$ cat src/rtl/rs_dec_pkg.sv
// Shared constants and types for the RS(544,522) decoder back end.
package rs_dec_pkg;
  localparam int W     = 10;
  localparam int T     = 11;
  localparam int POS_W = 10;
  localparam int TAG_W = 4;
  localparam int DEG_W = 4;
  localparam int CNT_W = 4;

  typedef enum logic [2:0] {
    S_IDLE,
    S_LAUNCH,
    S_RUN,
    S_DRAIN,
    S_STATUS
  } sched_state_e;

  typedef struct packed {
    logic [POS_W-1:0] pos;
    logic [W-1:0]     y;
    logic [TAG_W-1:0] tag;
  } err_evt_t;
endpackage

$ cat src/rtl/chien_forney_sched_if.sv
// Bundle of the RiBM, Chien/Forney, corrector and status links around the scheduler.
interface chien_forney_sched_if;
  import rs_dec_pkg::*;

  logic                 ribm_vld_i;
  logic                 ribm_rdy_o;
  logic [(T+1)*W-1:0]   ribm_sigma_i;
  logic [T*W-1:0]       ribm_v_i;
  logic [DEG_W-1:0]     ribm_deg_i;
  logic [TAG_W-1:0]     ribm_tag_i;
  logic                 csf_cfg_vld_o;
  logic [(T+1)*W-1:0]   csf_sigma_o;
  logic [T*W-1:0]       csf_v_o;
  logic                 csf_done_i;
  logic                 fny_vld_i;
  logic                 fny_rdy_o;
  logic [POS_W-1:0]     fny_pos_i;
  logic [W-1:0]         fny_y_i;
  logic                 fny_den_zero_i;
  logic                 err_vld_o;
  logic                 err_rdy_i;
  logic [POS_W-1:0]     err_pos_o;
  logic [W-1:0]         err_y_o;
  logic [TAG_W-1:0]     err_tag_o;
  logic                 stat_vld_o;
  logic                 stat_rdy_i;
  logic [TAG_W-1:0]     stat_tag_o;
  logic [CNT_W-1:0]     stat_cnt_o;
  logic                 stat_fail_o;

  modport slave (
    input  ribm_vld_i, ribm_sigma_i, ribm_v_i, ribm_deg_i, ribm_tag_i,
    input  csf_done_i, fny_vld_i, fny_pos_i, fny_y_i, fny_den_zero_i,
    input  err_rdy_i, stat_rdy_i,
    output ribm_rdy_o, csf_cfg_vld_o, csf_sigma_o, csf_v_o, fny_rdy_o,
    output err_vld_o, err_pos_o, err_y_o, err_tag_o,
    output stat_vld_o, stat_tag_o, stat_cnt_o, stat_fail_o
  );

  modport master (
    output ribm_vld_i, ribm_sigma_i, ribm_v_i, ribm_deg_i, ribm_tag_i,
    output csf_done_i, fny_vld_i, fny_pos_i, fny_y_i, fny_den_zero_i,
    output err_rdy_i, stat_rdy_i,
    input  ribm_rdy_o, csf_cfg_vld_o, csf_sigma_o, csf_v_o, fny_rdy_o,
    input  err_vld_o, err_pos_o, err_y_o, err_tag_o,
    input  stat_vld_o, stat_tag_o, stat_cnt_o, stat_fail_o
  );
endinterface

$ cat src/rtl/err_skid_buf.sv
// Two-entry valid/ready skid buffer with registered outputs; ready depends only on state.
module err_skid_buf #(
  parameter int DW = 8
) (
  input  logic          clk_i,
  input  logic          rst_i,
  input  logic          in_vld_i,
  output logic          in_rdy_o,
  input  logic [DW-1:0] in_data_i,
  output logic          out_vld_o,
  input  logic          out_rdy_i,
  output logic [DW-1:0] out_data_o,
  output logic          empty_o
);
  logic          main_vld_q, main_vld_d;
  logic          skid_vld_q, skid_vld_d;
  logic [DW-1:0] main_q, main_d;
  logic [DW-1:0] skid_q, skid_d;
  logic          in_fire, out_fire;

  assign in_rdy_o   = !skid_vld_q;
  assign in_fire    = in_vld_i && !skid_vld_q;
  assign out_fire   = main_vld_q && out_rdy_i;
  assign out_vld_o  = main_vld_q;
  assign out_data_o = main_q;
  assign empty_o    = !main_vld_q && !skid_vld_q;

  // The skid slot only fills while the output register is stalled.
  always_comb begin
    main_vld_d = main_vld_q;
    skid_vld_d = skid_vld_q;
    main_d     = main_q;
    skid_d     = skid_q;
    if (!main_vld_q || out_fire) begin
      if (skid_vld_q) begin
        main_d     = skid_q;
        main_vld_d = 1'b1;
        skid_vld_d = 1'b0;
      end else begin
        main_vld_d = in_fire;
        if (in_fire) main_d = in_data_i;
      end
    end else if (in_fire) begin
      skid_d     = in_data_i;
      skid_vld_d = 1'b1;
    end
  end

  always_ff @(posedge clk_i) begin
    if (rst_i) begin
      main_vld_q <= 1'b0;
      skid_vld_q <= 1'b0;
      main_q     <= '0;
      skid_q     <= '0;
    end else begin
      main_vld_q <= main_vld_d;
      skid_vld_q <= skid_vld_d;
      main_q     <= main_d;
      skid_q     <= skid_d;
    end
  end
endmodule

$ cat src/rtl/chien_forney_sched.sv
// Frame scheduler: launches chien_search_forney once per RiBM result, forwards
// Forney error events to the corrector and reports per-frame status.
module chien_forney_sched
  import rs_dec_pkg::*;
#(
  parameter int DRAIN_CYC   = 8,
  parameter int TIMEOUT_CYC = 1024
) (
  input  logic                 clk_i,
  input  logic                 rst_i,
  chien_forney_sched_if.slave  bus
);
  localparam int TMR_W = $clog2(TIMEOUT_CYC + 1);
  localparam int QW    = $clog2(DRAIN_CYC + 1);

  sched_state_e         state_q, state_d;
  logic [(T+1)*W-1:0]   sigma_q, sigma_d;
  logic [T*W-1:0]       v_q, v_d;
  logic [DEG_W-1:0]     deg_q, deg_d;
  logic [TAG_W-1:0]     tag_q, tag_d;
  logic [CNT_W-1:0]     cnt_q, cnt_d;
  logic                 fail_q, fail_d;
  logic                 rdy_q, rdy_d;
  logic [TMR_W-1:0]     timer_q, timer_d;
  logic [QW-1:0]        quiet_q, quiet_d;
  logic                 buf_in_rdy, buf_empty, evt_acc;
  err_evt_t             evt_in, evt_out;

  assign bus.fny_rdy_o = ((state_q == S_RUN) || (state_q == S_DRAIN)) && buf_in_rdy;
  assign evt_acc       = bus.fny_vld_i && bus.fny_rdy_o;
  assign evt_in        = '{pos: bus.fny_pos_i, y: bus.fny_y_i, tag: tag_q};

  err_skid_buf #(.DW($bits(err_evt_t))) u_skid (
    .clk_i      (clk_i),
    .rst_i      (rst_i),
    .in_vld_i   (evt_acc),
    .in_rdy_o   (buf_in_rdy),
    .in_data_i  (evt_in),
    .out_vld_o  (bus.err_vld_o),
    .out_rdy_i  (bus.err_rdy_i),
    .out_data_o (evt_out),
    .empty_o    (buf_empty)
  );

  assign bus.err_pos_o     = evt_out.pos;
  assign bus.err_y_o       = evt_out.y;
  assign bus.err_tag_o     = evt_out.tag;
  assign bus.ribm_rdy_o    = rdy_q;
  assign bus.csf_cfg_vld_o = (state_q == S_LAUNCH);
  assign bus.csf_sigma_o   = sigma_q;
  assign bus.csf_v_o       = v_q;
  assign bus.stat_vld_o    = (state_q == S_STATUS);
  assign bus.stat_tag_o    = tag_q;
  assign bus.stat_cnt_o    = cnt_q;
  assign bus.stat_fail_o   = fail_q;

  always_comb begin
    state_d = state_q;
    sigma_d = sigma_q;
    v_d     = v_q;
    deg_d   = deg_q;
    tag_d   = tag_q;
    cnt_d   = cnt_q;
    fail_d  = fail_q;
    timer_d = timer_q;
    quiet_d = quiet_q;

    if (evt_acc) begin
      if (cnt_q != '1) cnt_d = cnt_q + 1'b1;
      if (bus.fny_den_zero_i) fail_d = 1'b1;
    end

    unique case (state_q)
      S_IDLE: begin
        if (bus.ribm_vld_i && rdy_q) begin
          sigma_d = bus.ribm_sigma_i;
          v_d     = bus.ribm_v_i;
          deg_d   = bus.ribm_deg_i;
          tag_d   = bus.ribm_tag_i;
          cnt_d   = '0;
          fail_d  = 1'b0;
          if (bus.ribm_deg_i == '0) begin
            state_d = S_STATUS;
          end else if (bus.ribm_deg_i > DEG_W'(T)) begin
            fail_d  = 1'b1;
            state_d = S_STATUS;
          end else begin
            state_d = S_LAUNCH;
          end
        end
      end
      S_LAUNCH: begin
        timer_d = '0;
        state_d = S_RUN;
      end
      S_RUN: begin
        timer_d = timer_q + 1'b1;
        if (bus.csf_done_i) begin
          quiet_d = '0;
          state_d = S_DRAIN;
        end else if (timer_q == TMR_W'(TIMEOUT_CYC - 1)) begin
          fail_d  = 1'b1;
          quiet_d = '0;
          state_d = S_DRAIN;
        end
      end
      S_DRAIN: begin
        // Close only after a quiet window with every event handed to the corrector.
        if (evt_acc) begin
          quiet_d = '0;
        end else if (quiet_q != QW'(DRAIN_CYC)) begin
          quiet_d = quiet_q + 1'b1;
        end else if (buf_empty) begin
          if (cnt_q != deg_q) fail_d = 1'b1;
          state_d = S_STATUS;
        end
      end
      S_STATUS: begin
        if (bus.stat_rdy_i) state_d = S_IDLE;
      end
      default: state_d = S_IDLE;
    endcase
  end

  assign rdy_d = (state_d == S_IDLE);

  always_ff @(posedge clk_i) begin
    if (rst_i) begin
      state_q <= S_IDLE;
      sigma_q <= '0;
      v_q     <= '0;
      deg_q   <= '0;
      tag_q   <= '0;
      cnt_q   <= '0;
      fail_q  <= 1'b0;
      rdy_q   <= 1'b0;
      timer_q <= '0;
      quiet_q <= '0;
    end else begin
      state_q <= state_d;
      sigma_q <= sigma_d;
      v_q     <= v_d;
      deg_q   <= deg_d;
      tag_q   <= tag_d;
      cnt_q   <= cnt_d;
      fail_q  <= fail_d;
      rdy_q   <= rdy_d;
      timer_q <= timer_d;
      quiet_q <= quiet_d;
    end
  end
endmodule

$ cat src/flat_wrapper.sv
// flat-port wrapper written by rule: the top's interface ports become plain ports
module chien_forney_sched_flat import rs_dec_pkg::*;
#(
  parameter int DRAIN_CYC   = 8,
  parameter int TIMEOUT_CYC = 1024
)
  (clk_i, rst_i, bus_ribm_vld_i, bus_ribm_sigma_i, bus_ribm_v_i, bus_ribm_deg_i, bus_ribm_tag_i, bus_csf_done_i, bus_fny_vld_i, bus_fny_pos_i, bus_fny_y_i, bus_fny_den_zero_i, bus_err_rdy_i, bus_stat_rdy_i, bus_ribm_rdy_o, bus_csf_cfg_vld_o, bus_csf_sigma_o, bus_csf_v_o, bus_fny_rdy_o, bus_err_vld_o, bus_err_pos_o, bus_err_y_o, bus_err_tag_o, bus_stat_vld_o, bus_stat_tag_o, bus_stat_cnt_o, bus_stat_fail_o);
  chien_forney_sched_if bus_i ();
  input  logic clk_i;
  input  logic rst_i;
  input wire logic [$bits(bus_i.ribm_vld_i)-1:0] bus_ribm_vld_i;
  input wire logic [$bits(bus_i.ribm_sigma_i)-1:0] bus_ribm_sigma_i;
  input wire logic [$bits(bus_i.ribm_v_i)-1:0] bus_ribm_v_i;
  input wire logic [$bits(bus_i.ribm_deg_i)-1:0] bus_ribm_deg_i;
  input wire logic [$bits(bus_i.ribm_tag_i)-1:0] bus_ribm_tag_i;
  input wire logic [$bits(bus_i.csf_done_i)-1:0] bus_csf_done_i;
  input wire logic [$bits(bus_i.fny_vld_i)-1:0] bus_fny_vld_i;
  input wire logic [$bits(bus_i.fny_pos_i)-1:0] bus_fny_pos_i;
  input wire logic [$bits(bus_i.fny_y_i)-1:0] bus_fny_y_i;
  input wire logic [$bits(bus_i.fny_den_zero_i)-1:0] bus_fny_den_zero_i;
  input wire logic [$bits(bus_i.err_rdy_i)-1:0] bus_err_rdy_i;
  input wire logic [$bits(bus_i.stat_rdy_i)-1:0] bus_stat_rdy_i;
  output wire logic [$bits(bus_i.ribm_rdy_o)-1:0] bus_ribm_rdy_o;
  output wire logic [$bits(bus_i.csf_cfg_vld_o)-1:0] bus_csf_cfg_vld_o;
  output wire logic [$bits(bus_i.csf_sigma_o)-1:0] bus_csf_sigma_o;
  output wire logic [$bits(bus_i.csf_v_o)-1:0] bus_csf_v_o;
  output wire logic [$bits(bus_i.fny_rdy_o)-1:0] bus_fny_rdy_o;
  output wire logic [$bits(bus_i.err_vld_o)-1:0] bus_err_vld_o;
  output wire logic [$bits(bus_i.err_pos_o)-1:0] bus_err_pos_o;
  output wire logic [$bits(bus_i.err_y_o)-1:0] bus_err_y_o;
  output wire logic [$bits(bus_i.err_tag_o)-1:0] bus_err_tag_o;
  output wire logic [$bits(bus_i.stat_vld_o)-1:0] bus_stat_vld_o;
  output wire logic [$bits(bus_i.stat_tag_o)-1:0] bus_stat_tag_o;
  output wire logic [$bits(bus_i.stat_cnt_o)-1:0] bus_stat_cnt_o;
  output wire logic [$bits(bus_i.stat_fail_o)-1:0] bus_stat_fail_o;
  assign bus_i.ribm_vld_i = bus_ribm_vld_i;
  assign bus_i.ribm_sigma_i = bus_ribm_sigma_i;
  assign bus_i.ribm_v_i = bus_ribm_v_i;
  assign bus_i.ribm_deg_i = bus_ribm_deg_i;
  assign bus_i.ribm_tag_i = bus_ribm_tag_i;
  assign bus_i.csf_done_i = bus_csf_done_i;
  assign bus_i.fny_vld_i = bus_fny_vld_i;
  assign bus_i.fny_pos_i = bus_fny_pos_i;
  assign bus_i.fny_y_i = bus_fny_y_i;
  assign bus_i.fny_den_zero_i = bus_fny_den_zero_i;
  assign bus_i.err_rdy_i = bus_err_rdy_i;
  assign bus_i.stat_rdy_i = bus_stat_rdy_i;
  assign bus_ribm_rdy_o = bus_i.ribm_rdy_o;
  assign bus_csf_cfg_vld_o = bus_i.csf_cfg_vld_o;
  assign bus_csf_sigma_o = bus_i.csf_sigma_o;
  assign bus_csf_v_o = bus_i.csf_v_o;
  assign bus_fny_rdy_o = bus_i.fny_rdy_o;
  assign bus_err_vld_o = bus_i.err_vld_o;
  assign bus_err_pos_o = bus_i.err_pos_o;
  assign bus_err_y_o = bus_i.err_y_o;
  assign bus_err_tag_o = bus_i.err_tag_o;
  assign bus_stat_vld_o = bus_i.stat_vld_o;
  assign bus_stat_tag_o = bus_i.stat_tag_o;
  assign bus_stat_cnt_o = bus_i.stat_cnt_o;
  assign bus_stat_fail_o = bus_i.stat_fail_o;
  chien_forney_sched #(.DRAIN_CYC(DRAIN_CYC), .TIMEOUT_CYC(TIMEOUT_CYC)) u_core (.clk_i(clk_i), .rst_i(rst_i), .bus(bus_i));
endmodule
$ cat config.mk
export PLATFORM = sky130hd
export DESIGN_NAME = chien_forney_sched_flat
export DESIGN_NICKNAME = d
export VERILOG_FILES = /design/src/rtl/rs_dec_pkg.sv /design/src/rtl/chien_forney_sched_if.sv /design/src/rtl/err_skid_buf.sv /design/src/rtl/chien_forney_sched.sv /design/src/flat_wrapper.sv
export SDC_FILE = /design/constraint.sdc
export NUM_CORES = 1
export LEC_CHECK = 0
export CAP_MARGIN = 25
export CORE_AREA = 2 2 209 211
export DETAILED_ROUTE_END_ITERATION = 10
export DIE_AREA = 0 0 211 213
export SETUP_SLACK_MARGIN = 0.15
export SLEW_MARGIN = 40
export SYNTH_ARGS = -nofsm -noshare
export SYNTH_HDL_FRONTEND = slang
export SYNTH_HIERARCHICAL = 1
export SYNTH_SLANG_ARGS = --single-unit
$ cat constraint.sdc
create_clock -name clk_i -period 2.75 [get_ports clk_i]
set_clock_uncertainty 0.1 [all_clocks]
set_input_delay 0.55 -clock clk_i [delete_from_list [all_inputs] [get_ports clk_i]]
set_output_delay 0.55 -clock clk_i [all_outputs]
set_load 0.03 [all_outputs]
==> impl_results.rst, run 1 <==
.. list-table::
   :header-rows: 1

   * - Metric
     - Value
   * - Iter 0 DRT Violations
     - 542
   * - Top FF cell, synth
     - dfxtp_1
   * - Measured slew at the worst slew-check pin
     - 574 ps
   * - Worst path max stage delay
     - 420 ps
   * - Total negative slack
     - 0 ps
   * - I/O pin cnt
     - 534
   * - Seq cells post-synth
     - around 310
   * - Count of nets left with antenna violations after detail routing
     - 0
   * - Worst vdd ir
     - roughly 0.45 mV
   * - Cell-by-cell listing of the critical path
     - buf_4, nor2b_1, and2_1, dlygate4sd2_1
   * - Post-Syn Nets
     - approximately 1700
   * - RePlAce Congestion
     - 0.811
   * - Sink count of the clock tree
     - 312
   * - Vias per std cell
     - 4.61
   * - Final design instance area without fill
     - ~19000 um2
   * - Data required time of the worst path
     - approximately 2100 ps
   * - Port bufs
     - 533
   * - All-Layer GR Usage
     - 0.178
   * - CP Launch Type
     - flop
   * - Max cap viols
     - 0
   * - Rel. slew slack
     - 0.616
   * - Number of buffers created by CTS
     - 38
   * - Wire length of the first global-routing pass
     - 62.9 mm
   * - H-Tree Depth
     - 2
   * - Setup Buffers After CTS
     - 0
   * - Final count of hold timing violations
     - 0
   * - Top area cells in the synthesized netlist
     - dfxtp_1 (53%), nand2_1 (17%), a21oi_1 (13%)
   * - Cell taking the most area after synthesis
     - dfxtp_1
   * - Achievable clock frequency
     - 0.410 GHz
   * - Area added between synthesis and finish
     - 61.1%
   * - Fin. max-slew vios
     - 0
   * - Hold Buf Count CTS
     - 0
   * - Cell with the most instances after synthesis
     - nand2_1
   * - Clock root cell
     - clkbuf_16
   * - Post-synth design cell area
     - 11700 um2
   * - Clock period minus final worst setup slack
     - 2440 ps
   * - Mean instance size in the synthesized netlist
     - 8.22 um2
   * - Number of unique standard cell types used by synthesis
     - 50
   * - Count of warnings emitted by yosys
     - 6
   * - Die Outline Area
     - 44900 um2
   * - Die Height
     - about 210 um
   * - Clock tree from TritonCTS
     - built
   * - Wire length after detailed routing
     - 42.2 mm
   * - WP data arrival
     - about 1800 ps
   * - Type of the tightest min-delay check
     - in -> reg
   * - Gr ovfl total
     - 0
   * - Run status
     - finished clean
   * - Antenna violations before repair
     - 1
   * - Final number of setup-violating endpoints
     - 0
   * - Die Span X
     - 211 um
   * - Layout Nets
     - 2197
   * - Starting density of the core
     - 0.275
   * - Static leakage
     - between 6 and 7 nW
   * - Total number of vias
     - between 10000 and 15000
   * - PwrDens
     - 679 nW/um2
   * - Most used standard cells in the synthesized netlist
     - nand2_1 (535), dfxtp_1 (312), a21oi_1 (296), clkbuf_1 (60), mux2i_1 (25)
   * - Crit Path Class
     - reg -> out
   * - Number of cells produced by synthesis
     - roughly 1400
   * - Drc violations
     - 0
   * - Largest buffer count on any clock path
     - 3
   * - HPWL Detailed
     - a little over 30 mm
   * - Core Region
     - about 43000 um2
   * - Period utilization
     - 0.886
   * - Number of global-route vias before repair
     - about 11000
   * - Mean routed wirelength per cell
     - 16.9 um
   * - Async set-or-reset flop fraction in the synthesized netlist
     - 0
   * - Cell Area, Placed
     - 17600 um2
   * - Fraction of synthesized cell area taken by the top area cell type
     - 0.533
   * - Clock network latency to the later pin of the worst-skew pair
     - 530 ps
   * - Sequential-to-total area share from yosys stat
     - 0.533
   * - Element type at the critical path end
     - primary output
   * - Number of flops mapped to enable cells by yosys
     - 0
   * - Unrepaired setup endpoints after global routing
     - false
   * - FP Rows
     - 76
   * - Standard cell with the maximum stage delay on the critical path
     - dlygate4sd2_1
   * - Iteration count of the initial detailed-routing pass
     - 5
   * - Largest fanout on the critical path
     - 10
   * - Pin count of the biggest net entering global routing
     - 60
   * - Clock slew at reported path FFs
     - 60 ps
   * - Fraction of final layout cells with drive strength greater than 1
     - 0.0666
[kinds of logic after synthesis]
logic type	after synthesis	share of synthesized area
and+or+nand+nor	609	0.211
AOI/OAI and AO/OA	349	0.168
DFF	312	0.533
buffers and inverters	120	0.0573
muxes	26	0.0223
xor gates and xnor gates	6	0.00448
adders and majority gates	4	0.00427
[layout make-up]
class	instances	area (um2)
Fill cell	4166	23800
Sequential cell	312	6250
Timing Repair Buffer	573	5830
Multi-Input combinational cell	994	4830
Clock buffer	54	1120
Tap cell	546	683
Clock inverter	12	146
Inverter	8	30.0
Antenna cell	1	2.50
[worst paths after layout]
kind,slack (ps),end,from,cells past startpoint
worst max-delay path,310,bus_fny_rdy_o,u_core/state_q[1],4
worst min-delay path,340,u_core/bus.csf_sigma_o[118],rst_i,2
worst max register to register,690,u_core/bus.stat_fail_o,u_core/state_q[1],6
worst min register to register,350,u_core/bus.csf_sigma_o[114],u_core/bus.csf_sigma_o[114],2
[placed cells by master, fill, tap and decap left out, types with 6 or more instances in the layout]
cell and n:
a211oi_1 7, a211oi_2 20, a21oi_1 296, a31oi_1 6, buf_12 16, buf_4 24, clkbuf_1 8, clkbuf_16 41
clkdlybuf4s50_1 529, dfxtp_1 312, inv_1 8, mux2i_1 25, nand2_1 535, nand3_1 8, nor2_1 16, nor3_1 8
o21ai_0 6, xor2_1 6
[flip-flops by register name, indices dropped and copies added (netlist names)]
| signal | count |
|---|---|
| u_core/u_skid/out_data_o | 24 |
| u_core/bus.csf_sigma_o | 120 |
| u_core/timer_q | 11 |
| u_core/bus.csf_v_o | 110 |
| u_core/bus.ribm_rdy_o | 1 |
| u_core/bus.stat_fail_o | 1 |
| u_core/state_q | 3 |
| u_core/bus.stat_cnt_o | 4 |
| u_core/u_skid/skid_q | 24 |
| u_core/bus.stat_tag_o | 4 |
| u_core/u_skid/out_vld_o | 1 |
| u_core/deg_q | 4 |
| u_core/quiet_q | 4 |
| u_core/u_skid/skid_vld_q | 1 |
[report_power, final]
part | switching [mW] | internal, mW | total (mW)
Combinational | 1.56 | 1.20 | 2.76
Clock | 1.94 | 3.12 | 5.06
Sequential | 0.169 | 4.84 | 5.00
Total | 3.66 | 9.16 | 12.8
[through the flow]
stage / instances / worst slack, ps / power [mW] / utilization / hold WS, ps
final: 2500 / 312 / 12.8 / 0.442 / 337
after global routing: 2500 / 185 / 13.4 / 0.442 / 351
after CTS: 2499 / 119 / 13.0 / 0.443 / 317
after detailed placement: 2433 / 378 / 7.88 / 0.413 / 346
after global placement: 2433 / 417 / 7.85 / 0.413 / 341
after floorplan: 1426 / 518 / 6.53 / - / 336
[layer usage]
metal	track usage	vias up	share of wire
met5	0	-	0
met4	0.0877	0	0.042
met3	0.0553	92	0.075
met2	0.296	402	0.48
met1	0.208	5304	0.40
li1	-	5719	-
[timing repair]
item,4_1_cts,5_1_grt
resized for setup,3,2
pin swaps,0,0
endpoints found under the setup margin,3,1
[critical path, delay by kind of cell (launching register included)]
kind | cells | cell delay, ps
and+or+nand+nor | 2 | 370
buffers and inverters | 2 | 570
DFF | 1 | 320
Note: power is estimated with default switching activity, not from simulation.
==> inputs of run 2 (changes only) <==
- MAX_ROUTING_LAYER: default -> met4
- SETUP_SLACK_MARGIN: 0.15 -> default
==> run 2 against run 1 <==
Effect of this change: clock power about the same; routed wire length about the same; first-iteration DRC count increased by 1.3%; maximum frequency decreased by 6.3%; count of clock-buffer cells in the layout unchanged; global-route usage increased by 0.53 points; largest power group unchanged.
==> impl_results.rst, run 2 (same netlist as run 1, synthesis figures left out) <==
.. list-table::
   :header-rows: 1

   * - Metric
     - Value
   * - Dpl ws
     - 378 ps (unchanged)
   * - Run status
     - finished clean (unchanged)
   * - Number of global-route vias before repair
     - 11500 (about the same)
   * - Measured slew at the worst slew-check pin
     - 599 ps (was 574 ps)
   * - Area of the multi-input gates
     - 4830 um2 (unchanged)
   * - PwrDens
     - 679 nW/um2 (about the same)
   * - Final critical-path setup slack
     - 148 ps (was 312 ps)
   * - Fraction of final layout cells with drive strength greater than 1
     - 0.0661 (was 0.0666)
   * - Total number of vias
     - 11500 (about the same)
   * - Wire length after detailed routing
     - 42.2 mm (about the same)
   * - RePlAce Congestion
     - 0.823 (was 0.811)
   * - CP Launch Type
     - flop (unchanged)
   * - Origin of the critical flop-to-flop path
     - u_core/state_q[1] (unchanged)
   * - Max cap viols
     - 0 (unchanged)
   * - Port bufs
     - 533 (unchanged)
   * - Rel. slew slack
     - 0.599 (was 0.616)
   * - Pin count of the biggest net entering global routing
     - 60 (unchanged)
   * - Fin. max-slew vios
     - 0 (unchanged)
   * - Largest fanout on the critical path
     - 10 (unchanged)
   * - Crit Path Class
     - reg -> out (unchanged)
   * - Area added between synthesis and finish
     - 61.2% (was 61.1%)
   * - Fill cell total of the finished layout
     - 4165 (was 4166)
   * - I/O pin cnt
     - 534 (unchanged)
   * - Static leakage
     - 6.52 nW (about the same)
   * - Clock period minus final worst setup slack
     - 2600 ps (was 2440 ps)
   * - Layout Nets
     - 2197 (unchanged)
   * - Die Span X
     - 211 um (unchanged)
   * - Core Util, Final
     - 0.443 (was 0.442)
   * - Setup Buffers After CTS
     - 0 (unchanged)
   * - Iter 0 DRT Violations
     - 549 (was 542)
   * - Final number of setup-violating endpoints
     - 0 (unchanged)
   * - Clock tree from TritonCTS
     - built (unchanged)
   * - Core Region
     - 42700 um2 (unchanged)
   * - Most common cell after layout, fill and taps aside
     - nand2_1 (unchanged)
   * - Largest buffer count on any clock path
     - 3 (unchanged)
   * - FP Rows
     - 76 (unchanged)
   * - Total negative slack
     - 0 ps (unchanged)
   * - Clock root cell
     - clkbuf_16 (unchanged)
   * - HPWL Detailed
     - 30.4 mm (unchanged)
   * - Gr ovfl total
     - 0 (unchanged)
   * - Wire length of the first global-routing pass
     - 62.7 mm (was 62.9 mm)
   * - Worst vdd ir
     - 0.452 mV (was 0.455 mV)
   * - Total power
     - 12.8 mW (about the same)
   * - Clock network latency to the later pin of the worst-skew pair
     - 530 ps (about the same)
   * - Commonest cells after routing, fill and taps aside
     - nand2_1 (535), clkdlybuf4s50_1 (530), dfxtp_1 (312) (was nand2_1 (535), clkdlybuf4s50_1 (529), dfxtp_1 (312))
   * - Data required time of the worst path
     - 2100 ps (about the same)
   * - Iteration count of the initial detailed-routing pass
     - 5 (unchanged)
   * - Number of buffers created by CTS
     - 38 (unchanged)
   * - Hold_sp
     - rst_i (unchanged)
   * - Achievable clock frequency
     - 0.384 GHz (was 0.410 GHz)
   * - Antenna violations before repair
     - 1 (unchanged)
   * - Type of the tightest min-delay check
     - in -> reg (unchanged)
   * - Critical path origin
     - u_core/state_q[1] (unchanged)
   * - Max reg flops
     - 120 (unchanged)
   * - Period utilization
     - 0.946 (was 0.886)
   * - Area taken by flip-flops and latches
     - 6250 um2 (unchanged)
   * - Element type at the critical path end
     - primary output (unchanged)
   * - Vias per std cell
     - 4.62 (was 4.61)
   * - Drc violations
     - 0 (unchanged)
   * - Unrepaired setup endpoints after global routing
     - false (unchanged)
   * - Count of nets left with antenna violations after detail routing
     - 0 (unchanged)
   * - Final count of hold timing violations
     - 0 (unchanged)
   * - Starting density of the core
     - 0.275 (unchanged)
   * - All-Layer GR Usage
     - 0.183 (was 0.178)
   * - Clock slew at reported path FFs
     - 60 ps (about the same)
   * - Die Outline Area
     - 44900 um2 (unchanged)
   * - H-Tree Depth
     - 2 (unchanged)
   * - Die Height
     - 213 um (unchanged)
   * - WP data arrival
     - 1950 ps (was 1790 ps)
   * - Mean routed wirelength per cell
     - 16.9 um (about the same)
   * - Sink count of the clock tree
     - 312 (unchanged)
[run 2: cell types whose count changed in the layout (fill, tap and decap cells not counted), sizes merged]
| cell | delta |
|---|---|
| clkbuf | -1 |
| clkdlybuf4s50 | +1 |
[run 2: report_power, final]
| group | switching, mW | internal, mW |
|---|---|---|
| clock | 1.94 | 3.12 |
| sequential | 0.169 | 4.84 |
| combinational | 1.56 | 1.20 |
[run 2: per-stage QoR]
step,std cells,hold slack (ps),area (um2)
floorplan,1426,336,11700
global placement,2433,341,17600
detailed placement,2433,346,17600
CTS,2499,317,18900
global route,2500,350,18900
finish,2500,343,18900
[run 2: worst max-delay path, cell delays in order (launching register included)]
cell and delay (ps):
dfxtp_1 310, buf_4 160, nor2_1 130, nand2_1 100
inv_1 70, clkdlybuf4s50_1 670
[run 2: final timing paths]
| kind | slack (ps) | to | depth (start not counted) |
|---|---|---|---|
| worst min register to register | 350 | u_core/bus.csf_sigma_o[114] | 2 |
| worst max-delay path | 150 | bus_stat_vld_o | 5 |
| worst min-delay path | 340 | u_core/bus.stat_tag_o[1] | 2 |
| worst max register to register | 690 | u_core/bus.stat_fail_o | 6 |
[run 2: final cells by class]
class	instances	area share
antenna	1	0.000132
clock buffer	54	0.0595
clock inverter	12	0.00775
inverter	8	0.00159
multi-input combinational	994	0.255
sequential	312	0.331
tap	546	0.0362
timing repair buffer	573	0.309
[run 2: layer usage]
metal  share of wire  GRT usage  up-vias
met5               0          -        -
li1                -          -     5720
met3           0.067     0.0472       92
met4           0.039     0.0833        0
met1            0.41      0.214     5316
met2            0.49      0.298      417
[run 2: timing repair]
| item | in CTS | in global routing |
|---|---|---|
| gates resized for setup | 2 | 0 |
| hold buffers | 0 | 0 |
| setup endpoints to repair | 2 | 0 |
==> inputs of run 3 (changes only) <==
- PLACE_DENSITY: default -> 0.54
==> run 3 against run 2 <==
Effect of this change: clock power decreased by 2%; die area unchanged; non-clock buffer count decreased by 6; via count decreased by 1.1%; combinational power about the same; first-iteration DRC count increased by 15%; critical path depth unchanged; count of clock-buffer cells in the layout increased by 7; global-route usage increased by 0.34 points; register-to-register slack about the same; final cell count about the same; critical endpoint unchanged.
==> impl_results.rst, run 3 (same netlist as run 1, synthesis figures left out) <==
.. list-table::
   :header-rows: 1

   * - Metric
     - Value
   * - FP Rows
     - 76 (unchanged)
   * - Rel. slew slack
     - 0.670 (was 0.599)
   * - Standard cell with the maximum stage delay on the critical path
     - clkdlybuf4s50_1 (unchanged)
   * - Most common cell after layout, fill and taps aside
     - nand2_1 (unchanged)
   * - Clock network latency to the later pin of the worst-skew pair
     - 530 ps (about the same)
   * - Wire length of the first global-routing pass
     - 63.7 mm (was 62.7 mm)
   * - Category of cells accounting for the largest share of critical-path delay
     - buffers and inverters (unchanged)
   * - WP data arrival
     - 1970 ps (was 1950 ps)
   * - Clock root cell
     - clkbuf_16 (unchanged)
   * - Largest fanout on the critical path
     - 10 (unchanged)
   * - H-Tree Depth
     - 2 (unchanged)
   * - Element type at the critical path end
     - primary output (unchanged)
   * - PwrDens
     - 675 nW/um2 (was 679 nW/um2)
   * - Core Region
     - 42700 um2 (unchanged)
   * - Area added between synthesis and finish
     - 60.3% (was 61.2%)
   * - Wire length after detailed routing
     - 42.8 mm (was 42.2 mm)
   * - Worst vdd ir
     - 0.320 mV (was 0.452 mV)
   * - Number of buffers created by CTS
     - 38 (unchanged)
   * - Type of the tightest min-delay check
     - in -> reg (unchanged)
   * - HPWL Detailed
     - 30.7 mm (was 30.4 mm)
   * - I/O pin cnt
     - 534 (unchanged)
   * - Clock slew at reported path FFs
     - 60 ps (about the same)
   * - Sink count of the clock tree
     - 312 (unchanged)
   * - Cell-by-cell listing of the critical path
     - buf_4, nor2_1, nand2_1, inv_1, clkdlybuf4s50_1 (unchanged)
   * - Crit Path Class
     - reg -> out (unchanged)
   * - Layout Nets
     - 2191 (was 2197)
   * - Fraction of final layout cells with drive strength greater than 1
     - 0.0616 (was 0.0661)
   * - Worst path max stage delay
     - 660 ps (was 670 ps)
   * - Static leakage
     - 6.48 nW (was 6.52 nW)
   * - Fin. max-slew vios
     - 0 (unchanged)
   * - Clock period minus final worst setup slack
     - 2620 ps (was 2600 ps)
   * - Drc violations
     - 0 (unchanged)
   * - Number of global-route vias before repair
     - 11200 (was 11500)
   * - Starting density of the core
     - 0.275 (unchanged)
   * - Die Outline Area
     - 44900 um2 (unchanged)
   * - Measured slew at the worst slew-check pin
     - 493 ps (was 599 ps)
   * - Die Height
     - 213 um (unchanged)
   * - Total negative slack
     - 0 ps (unchanged)
   * - Total number of vias
     - 11400 (was 11500)
   * - Final number of setup-violating endpoints
     - 0 (unchanged)
   * - Die Span X
     - 211 um (unchanged)
   * - Clock tree from TritonCTS
     - built (unchanged)
   * - Commonest cells after routing, fill and taps aside
     - nand2_1 (535), clkdlybuf4s50_1 (530), dfxtp_1 (312) (unchanged)
   * - Run status
     - finished clean (unchanged)
   * - All-Layer GR Usage
     - 0.187 (was 0.183)
   * - Iteration count of the initial detailed-routing pass
     - 5 (unchanged)
   * - Achievable clock frequency
     - 0.382 GHz (was 0.384 GHz)
   * - Vias per std cell
     - 4.57 (was 4.62)
   * - Data required time of the worst path
     - 2100 ps (about the same)
   * - Mean routed wirelength per cell
     - 17.1 um (was 16.9 um)
   * - Max cap viols
     - 0 (unchanged)
   * - Antenna violations before repair
     - 4 (was 1)
   * - Crit path buf inv count
     - 3 (unchanged)
   * - Max reg flops
     - 120 (unchanged)
   * - Largest buffer count on any clock path
     - 3 (unchanged)
   * - CP Launch Type
     - flop (unchanged)
   * - Gr ovfl total
     - 0 (unchanged)
   * - Count of nets left with antenna violations after detail routing
     - 0 (unchanged)
   * - RePlAce Congestion
     - 0.792 (was 0.823)
   * - Final count of hold timing violations
     - 0 (unchanged)
   * - Iter 0 DRT Violations
     - 629 (was 549)
   * - Period utilization
     - 0.951 (was 0.946)
   * - Pin count of the biggest net entering global routing
     - 96 (was 60)
   * - Port bufs
     - 533 (unchanged)
   * - Unrepaired setup endpoints after global routing
     - false (unchanged)
   * - Hold Buf Count CTS
     - 0 (unchanged)
   * - Total power
     - 12.7 mW (was 12.8 mW)
run 3: cell count changes in the layout (fill, tap and decap cells not counted):
cell and change:
clkinvlp_4 -2, buf_12 -2, clkbuf_8 +2, clkinv_4 -1, buf_4 -4, diode_2 +3, bufinv_16 -2, clkbuf_1 +5
run 3: layer usage:
metal | track usage | share of wire
met2 | 0.293 | 0.48
met4 | 0.0729 | 0.025
met3 | 0.0588 | 0.075
met5 | - | 0
met1 | 0.224 | 0.42
run 3: area by class of cell:
cell class | instances | area [um2]
flip-flops and latches | 312 | 6250
clock buffers | 61 | 1170
clock inverters | 7 | 62.6
inverters | 8 | 30.0
diodes | 4 | 10.0
multi-input cells | 994 | 4830
repair buffers | 567 | 5770
fillers | 4187 | 23900
well taps | 546 | 683
run 3: through the flow:
step / cells / instance area, um2 / utilization / worst slack, ps / hold WS (ps)
floorplan: 1426 / 11700 / - / 518 / 336
global placement: 2427 / 17600 / 0.411 / 397 / 341
detailed placement: 2427 / 17600 / 0.411 / 389 / 345
CTS: 2495 / 18800 / 0.440 / 94.6 / 213
global route: 2499 / 18800 / 0.440 / 21.6 / 229
finish: 2499 / 18800 / 0.440 / 135 / 252
run 3: repair_timing:
| item | 4_1_cts | 5_1_grt |
|---|---|---|
| setup endpoints to repair | 2 | 0 |
| buffers inserted | 0 | 0 |
| gates resized for setup | 2 | 0 |
run 3: final timing paths:
check	from	endpoint	slack [ps]	cells past startpoint
worst max-delay path	u_core/state_q[1]	bus_stat_vld_o	130	5
worst min-delay path	rst_i	u_core/bus.stat_tag_o[1]	250	2
worst max register to register	u_core/state_q[1]	u_core/bus.csf_sigma_o[60]	700	7
worst min register to register	u_core/bus.csf_sigma_o[73]	u_core/bus.csf_sigma_o[73]	350	2
run 3: worst reg2reg max path: cells and delay by family, from the launching register on:
kind	cells	cell delay [ps]
compound gates	1	130
buf+inv	3	730
flops	1	300
simple gates	3	720
run 3: power by group:
group          switching, mW  internal, mW
Sequential             0.170          4.84
Combinational           1.55          1.19
Clock                   1.95          3.00
